===== src/rtl/audio_tx_pkg.sv =====
// Shared types and constants for the I2S audio transmitter.
// Frame length is derived from the sample width via slotsPerFrame().
package audio_tx_pkg;

  typedef enum logic {
    TX_IDLE,
    TX_RUN
  } tx_state_t;

  localparam logic [7:0] UNDERRUN_COUNT_MAX = 8'hFF;

  function automatic int slotsPerFrame(int sampleWidth);
    return 2 * sampleWidth;
  endfunction

endpackage


===== src/rtl/audio_sample_fifo.sv =====
// Sample FIFO between the audio producers and the I2S serialiser.
// Full is registered from the next level so the producer sees it promptly.
module audio_sample_fifo #(
  parameter int SAMPLE_WIDTH = 16,
  parameter int FIFO_DEPTH   = 8
) (
  input  logic                            clk,
  input  logic                            rst,
  input  logic                            push,
  input  logic [SAMPLE_WIDTH-1:0]         pushData,
  input  logic                            pop,
  output logic [SAMPLE_WIDTH-1:0]         popData,
  output logic                            full,
  output logic                            empty,
  output logic [$clog2(FIFO_DEPTH):0]     level
);

  localparam int PTR_W = $clog2(FIFO_DEPTH);
  localparam int LVL_W = PTR_W + 1;

  logic [SAMPLE_WIDTH-1:0] mem [FIFO_DEPTH];
  logic [PTR_W-1:0]        wrPtr;
  logic [PTR_W-1:0]        rdPtr;
  logic [LVL_W-1:0]        levelNext;
  logic                    pushOk;
  logic                    popOk;

  assign empty     = (level == '0);
  assign pushOk    = push && !full;
  assign popOk     = pop && !empty;
  assign popData   = mem[rdPtr];
  assign levelNext = level + LVL_W'(pushOk) - LVL_W'(popOk);

  always_ff @(posedge clk or posedge rst) begin
    if (rst) begin
      wrPtr <= '0;
      rdPtr <= '0;
      level <= '0;
      full  <= 1'b0;
    end else begin
      if (pushOk) wrPtr <= wrPtr + 1'b1;
      if (popOk)  rdPtr <= rdPtr + 1'b1;
      level <= levelNext;
      full  <= (levelNext == LVL_W'(FIFO_DEPTH));
    end
  end

  always_ff @(posedge clk) begin
    if (pushOk) mem[wrPtr] <= pushData;
  end

endmodule


===== src/rtl/audio_i2s_transmitter.sv =====
// Mono-to-stereo I2S transmitter with sample FIFO and underrun tracking.
// Define AUDIO_TX_UNDERRUN_HOLD_EN to repeat the last sample on underrun.
module audio_i2s_transmitter
  import audio_tx_pkg::*;
#(
  parameter int SAMPLE_WIDTH = 16,
  parameter int FIFO_DEPTH   = 8,
  parameter int BCLK_DIV     = 16
) (
  input  logic                        clock_50Mhz,
  input  logic                        reset,
  input  logic [SAMPLE_WIDTH-1:0]     sample_data,
  input  logic                        sample_valid,
  output logic                        sample_ready,
  input  logic                        tx_enable,
  output logic                        i2s_bclk,
  output logic                        i2s_lrclk,
  output logic                        i2s_data,
  output logic [$clog2(FIFO_DEPTH):0] fifo_level,
  output logic                        underrun,
  output logic [7:0]                  underrun_count
);

  localparam int SLOTS_PER_FRAME = slotsPerFrame(SAMPLE_WIDTH);
  localparam int SLOT_W = $clog2(SLOTS_PER_FRAME);
  localparam int DIV_W  = $clog2(BCLK_DIV);
  localparam logic [SLOT_W-1:0] LAST_SLOT = SLOT_W'(SLOTS_PER_FRAME - 1);
  localparam logic [SLOT_W-1:0] HALF_SLOT = SLOT_W'(SAMPLE_WIDTH);
  localparam logic [DIV_W-1:0]  DIV_MAX   = DIV_W'(BCLK_DIV - 1);

  tx_state_t               state, stateNext;
  logic [DIV_W-1:0]        divCnt, divNext;
  logic [SLOT_W-1:0]       slot, slotNext;
  logic [SLOT_W-1:0]       newSlot, halfSlot;
  logic                    bclk, bclkNext;
  logic                    lrclk, lrNext;
  logic                    txData, dataNext;
  logic                    underrunQ, underrunNext;
  logic [7:0]              urCount, urCountNext;
  logic [SAMPLE_WIDTH-1:0] frameWord, frameNext;
  logic [SAMPLE_WIDTH-1:0] nextWord, nextWordNext;
  logic [SAMPLE_WIDTH-1:0] fifoData, shifted;
  logic                    fifoPop, fifoFull, fifoEmpty;

  audio_sample_fifo #(
    .SAMPLE_WIDTH(SAMPLE_WIDTH),
    .FIFO_DEPTH  (FIFO_DEPTH)
  ) u_fifo (
    .clk     (clock_50Mhz),
    .rst     (reset),
    .push    (sample_valid),
    .pushData(sample_data),
    .pop     (fifoPop),
    .popData (fifoData),
    .full    (fifoFull),
    .empty   (fifoEmpty),
    .level   (fifo_level)
  );

  assign newSlot  = (slot == LAST_SLOT) ? '0 : slot + 1'b1;
  assign halfSlot = (newSlot >= HALF_SLOT) ? newSlot - HALF_SLOT
                                           : newSlot;
  // Slot h of a half carries bit W-h: the one-bit I2S delay.
  assign shifted  = frameWord >> (HALF_SLOT - halfSlot);

  always_comb begin
    stateNext    = state;
    divNext      = divCnt;
    slotNext     = slot;
    bclkNext     = bclk;
    lrNext       = lrclk;
    dataNext     = txData;
    frameNext    = frameWord;
    nextWordNext = nextWord;
    underrunNext = 1'b0;
    urCountNext  = urCount;
    fifoPop      = 1'b0;
    unique case (state)
      TX_IDLE: begin
        divNext  = '0;
        slotNext = '0;
        bclkNext = 1'b0;
        lrNext   = 1'b0;
        dataNext = 1'b0;
        if (tx_enable && !fifoEmpty) begin
          fifoPop   = 1'b1;
          frameNext = fifoData;
          stateNext = TX_RUN;
        end
      end
      TX_RUN: begin
        divNext = (divCnt == DIV_MAX) ? '0 : divCnt + 1'b1;
        if (divCnt == DIV_MAX) begin
          bclkNext = !bclk;
          if (bclk) begin
            slotNext = newSlot;
            lrNext   = (newSlot >= HALF_SLOT);
            dataNext = (halfSlot == '0) ? frameWord[0] : shifted[0];
            if (newSlot == LAST_SLOT) begin
              fifoPop = 1'b1;
              if (fifoEmpty) begin
                underrunNext = 1'b1;
                if (urCount != UNDERRUN_COUNT_MAX)
                  urCountNext = urCount + 1'b1;
`ifdef AUDIO_TX_UNDERRUN_HOLD_EN
                nextWordNext = frameWord;
`else
                nextWordNext = '0;
`endif
              end else begin
                nextWordNext = fifoData;
              end
            end
            if (newSlot == '0) begin
              frameNext = nextWord;
              if (!tx_enable) begin
                stateNext = TX_IDLE;
                lrNext    = 1'b0;
                dataNext  = 1'b0;
              end
            end
          end
        end
      end
      default: stateNext = TX_IDLE;
    endcase
  end

  always_ff @(posedge clock_50Mhz or posedge reset) begin
    if (reset) begin
      state     <= TX_IDLE;
      divCnt    <= '0;
      slot      <= '0;
      bclk      <= 1'b0;
      lrclk     <= 1'b0;
      txData    <= 1'b0;
      frameWord <= '0;
      nextWord  <= '0;
      underrunQ <= 1'b0;
      urCount   <= '0;
    end else begin
      state     <= stateNext;
      divCnt    <= divNext;
      slot      <= slotNext;
      bclk      <= bclkNext;
      lrclk     <= lrNext;
      txData    <= dataNext;
      frameWord <= frameNext;
      nextWord  <= nextWordNext;
      underrunQ <= underrunNext;
      urCount   <= urCountNext;
    end
  end

  assign sample_ready   = !fifoFull;
  assign i2s_bclk       = bclk;
  assign i2s_lrclk      = lrclk;
  assign i2s_data       = txData;
  assign underrun       = underrunQ;
  assign underrun_count = urCount;

endmodule


===== config.mk =====
export PLATFORM = sky130hd
export DESIGN_NAME = audio_i2s_transmitter
export DESIGN_NICKNAME = d
export VERILOG_FILES = /design/src/rtl/audio_tx_pkg.sv /design/src/rtl/audio_sample_fifo.sv /design/src/rtl/audio_i2s_transmitter.sv
export SDC_FILE = /design/constraint.sdc
export NUM_CORES = 1
export LEC_CHECK = 0
export ABC_AREA = 1
export BUFFER_PORTS_ARGS = -buffer_cell sky130_fd_sc_hd__buf_2
export CORE_UTILIZATION = 55
export CTS_CLUSTER_DIAMETER = 100
export CTS_CLUSTER_SIZE = 16
export DETAILED_ROUTE_END_ITERATION = 8
export PLACE_DENSITY = 0.75
export SETUP_SLACK_MARGIN = 0.02
export SLEW_MARGIN = 10
export SYNTH_ARGS = -nofsm -noshare
export SYNTH_HDL_FRONTEND = slang
export SYNTH_SLANG_ARGS = --single-unit

===== constraint.sdc =====
create_clock -name clock_50Mhz -period 3.3 [get_ports clock_50Mhz]
set_input_delay 0.825 -clock clock_50Mhz [delete_from_list [all_inputs] [get_ports clock_50Mhz]]
set_output_delay 0.825 -clock clock_50Mhz [all_outputs]
set_load 0.05 [all_outputs]

==> metrics.csv <==
metric,value,unit
outcome,"complete, no violations",
fin_crit,3.105,ns
power.internal,4.161,mW
synth_nets,811,
gp_congestion,0.8379,
swShare,26.31,%
num_io_pins,37,
dp_cells,983,
routedWlPerCell,16.25,um
grt_usage,22.39,%
syn_to_final_growth,12.17,%
static-leakage-power,3.669,nW
grt_setup_unrepaired,false,
ys_ff_latch,193,
drc,0,
synthAdderAreaFrac,2.183,%
grt_pass1_wl,27160,um
seqPwrFrac,51.7,%
post-dp-hpwl,10060,um
power_density,601.5,nW/um^2
layout_commonest_cell,nand2_1,
ys_seq_area_share,65.36,%
grt_max_degree,67,
numCtsBuffers,17,
power_frac_clock,36.5,%
worst_setup_path_end_kind,flop,
hp-class,reg2reg,
htreeDepth,4,
routed-via-count,5733,
cp_data_arrival_time,3.44,ns
final_nets,853,
synth-compound-area-share,11.12,%
hold_viol,0,
post_layout_nonfiller_instances,1016,
setup_viol,0,
min_path_cells,1,
grt_pass1_vias,5721,
placed_cell_area,8743,um^2
cts-root-buf,clkbuf_16,
final_cell_mix,"137 x nand2_1, 132 x o21ai_0, 128 x edfxtp_1",
syn_area_per_cell,10.77,um^2
core_area,14700,um^2
start_util,56.94,%
muxShareOfSynthArea,0,%
peakVddDrop,0.0004720,V
final_util,63.87,%
stdcell_area,9388,um^2
antenna_found_initial,0,
synth_top_family_by_area,simple AND/OR/NAND/NOR gates,
layout-drive-gt1-share,15.26,%
power.total,5.647,mW
synth_xor_area_share,1.256,%
cts_tree,done,
die_area,15710,um^2
maxSlewViolCount,0,
p_sw,1.486,mW
core.rowCount,44,
fin_skew,0.008404,ns
netlist_instances,777,
clockBufferDepth,2,
synthesis.area,8369,um^2
ys_types,34,
grt_overflow,0,
start_kind,flop,
die_h,125.4,um
die_w,125.4,um
synth-simple-area-share,15.86,%
yosysWarnings,0,
drt_iter0_drc,669,
wirelength,16510,um
viasPerCell,5.643,
drtPass1Iterations,7,
portBuffers,36,
slew-limit-headroom,31.06,%
rr_worst_depth,19,
tightest_slew,1.033,ns
cap_violations,0,
comb_power_share,11.8,%
fin_crit_sh,94.08,%
path_max_fanout,6,
ant_nets,0,
cts_sinks,193,
critical_path_required,3.64,ns
path_class,reg2reg,
clkTransAtPathRegs,0.07,ns
hold_buffers,0,
diodes,0,
max_freq,322.1,MHz
clk_latency,0.43,ns
## per-layer routing
layer | track usage (%) | vias up | share of wire (%)
li1 | - | 2748 | -
met1 | 27.45 | 2794 | 41
met2 | 37.82 | 167 | 51
met3 | 5.819 | 24 | 6.5
met4 | 9.397 | 0 | 1.5
met5 | 0 | - | 0
## state kept, by name (all words and copies together) (netlist names)
register / count
divCnt: 4
frameWord: 16
i2s_bclk: 1
i2s_data: 1
i2s_lrclk: 1
nextWord: 16
slot: 5
state: 1
u_fifo.full: 1
u_fifo.level: 4
u_fifo.mem: 128
u_fifo.rdPtr: 3
u_fifo.wrPtr: 3
underrun: 1
underrun_count: 8
## timing repair
action | CTS | global route
endpoints found under the setup margin | 1 | 2
setup buffers | 0 | 1
pin swaps | 0 | 1
gates resized for setup | 3 | 5
## path summary, 6_finish.rpt
| check | from | endpoint | slack, ns |
|---|---|---|---|
| worst max register to register | slot[1] | u_fifo.full | 0.20 |
| worst min register to register | divCnt[0] | divCnt[0] | 0.47 |
| max in group asynchronous | reset | nextWord[14] | 2.02 |
| worst max-delay path | slot[1] | u_fifo.full | 0.20 |
| worst min-delay path | divCnt[0] | divCnt[0] | 0.47 |
| min in group asynchronous | reset | u_fifo.wrPtr[1] | 0.55 |
## metrics by stage
stage                     worst slack [ns]  hold slack, ns  setup TNS, ns
after floorplan                    0.02345          0.4296              0
after global placement              0.1036          0.4437              0
after detailed placement          -0.04300          0.4617       -0.04300
after CTS                          0.03995          0.4739              0
after global routing               0.01553          0.5034              0
final                               0.1954          0.4733              0
## synth_stat cells, drive strengths merged
| master | count | share of area, % |
|---|---|---|
| nor3 | 1 | 0.060 |
| edfxtp | 128 | 46 |
| a21oi | 4 | 0.24 |
| o22ai | 1 | 0.075 |
| dfrtp | 65 | 19 |
| nand4 | 5 | 0.37 |
| fa | 1 | 0.24 |
| inv | 42 | 1.9 |
| xnor2 | 3 | 0.31 |
| nand2 | 144 | 6.8 |
| xor2 | 9 | 0.94 |
| o21ai | 153 | 9.3 |
| nand3 | 28 | 2.3 |
| nor2 | 125 | 6.1 |
| clkinv | 1 | 0.060 |
| buf | 14 | 1.3 |
| nor4 | 2 | 0.15 |
| o211ai | 17 | 1.5 |
| clkbuf | 20 | 0.91 |
| or2 | 1 | 0.075 |
| ha | 13 | 1.9 |
## final cells by class
cell class	count	area [um^2]
clock inverter	14	178.9
timing repair buffer	57	337.8
clock buffer	18	429.2
fill	1075	5311
tap	184	230.2
multi-input combinational	507	2575
sequential	193	5472
inverter	43	165.2
## critical path, stage by stage (launching register included)
cell     delay (ns)
dfrtp_1        0.40
ha_2           0.20
nand2_2        0.11
nor2_2         0.04
ha_2           0.21
inv_4          0.09
nand2_2        0.09
inv_2          0.08
ha_4           0.14
nand3_4        0.09
nor2_4         0.13
nand2_4        0.06
nand2_4        0.09
ha_1           0.24
inv_1          0.06
ha_1           0.16
inv_1          0.06
fa_1           0.47
inv_1          0.06
nor4_2         0.24
## power by group through the flow
| stage | registers, mW | clock network (mW) | logic (mW) |
|---|---|---|---|
| after floorplan | 3.04 | 0 | 0.333 |
| after global placement | 2.95 | 0 | 0.613 |
| after detailed placement | 2.96 | 0 | 0.648 |
| after CTS | 2.91 | 2.08 | 0.668 |
| after global routing | 2.94 | 2.17 | 0.725 |
| final | 2.92 | 2.06 | 0.667 |
## cell families (layout without fill, tap and decap cells)
logic type	count (synthesis)	in the layout
and+or+nand+nor	306	306
DFF	193	193
AOI/OAI and AO/OA	175	175
buffers and inverters	77	132
adders and majority gates	14	14
xor gates and xnor gates	12	12
No activity file was read; power rests on OpenSTA's default activity.
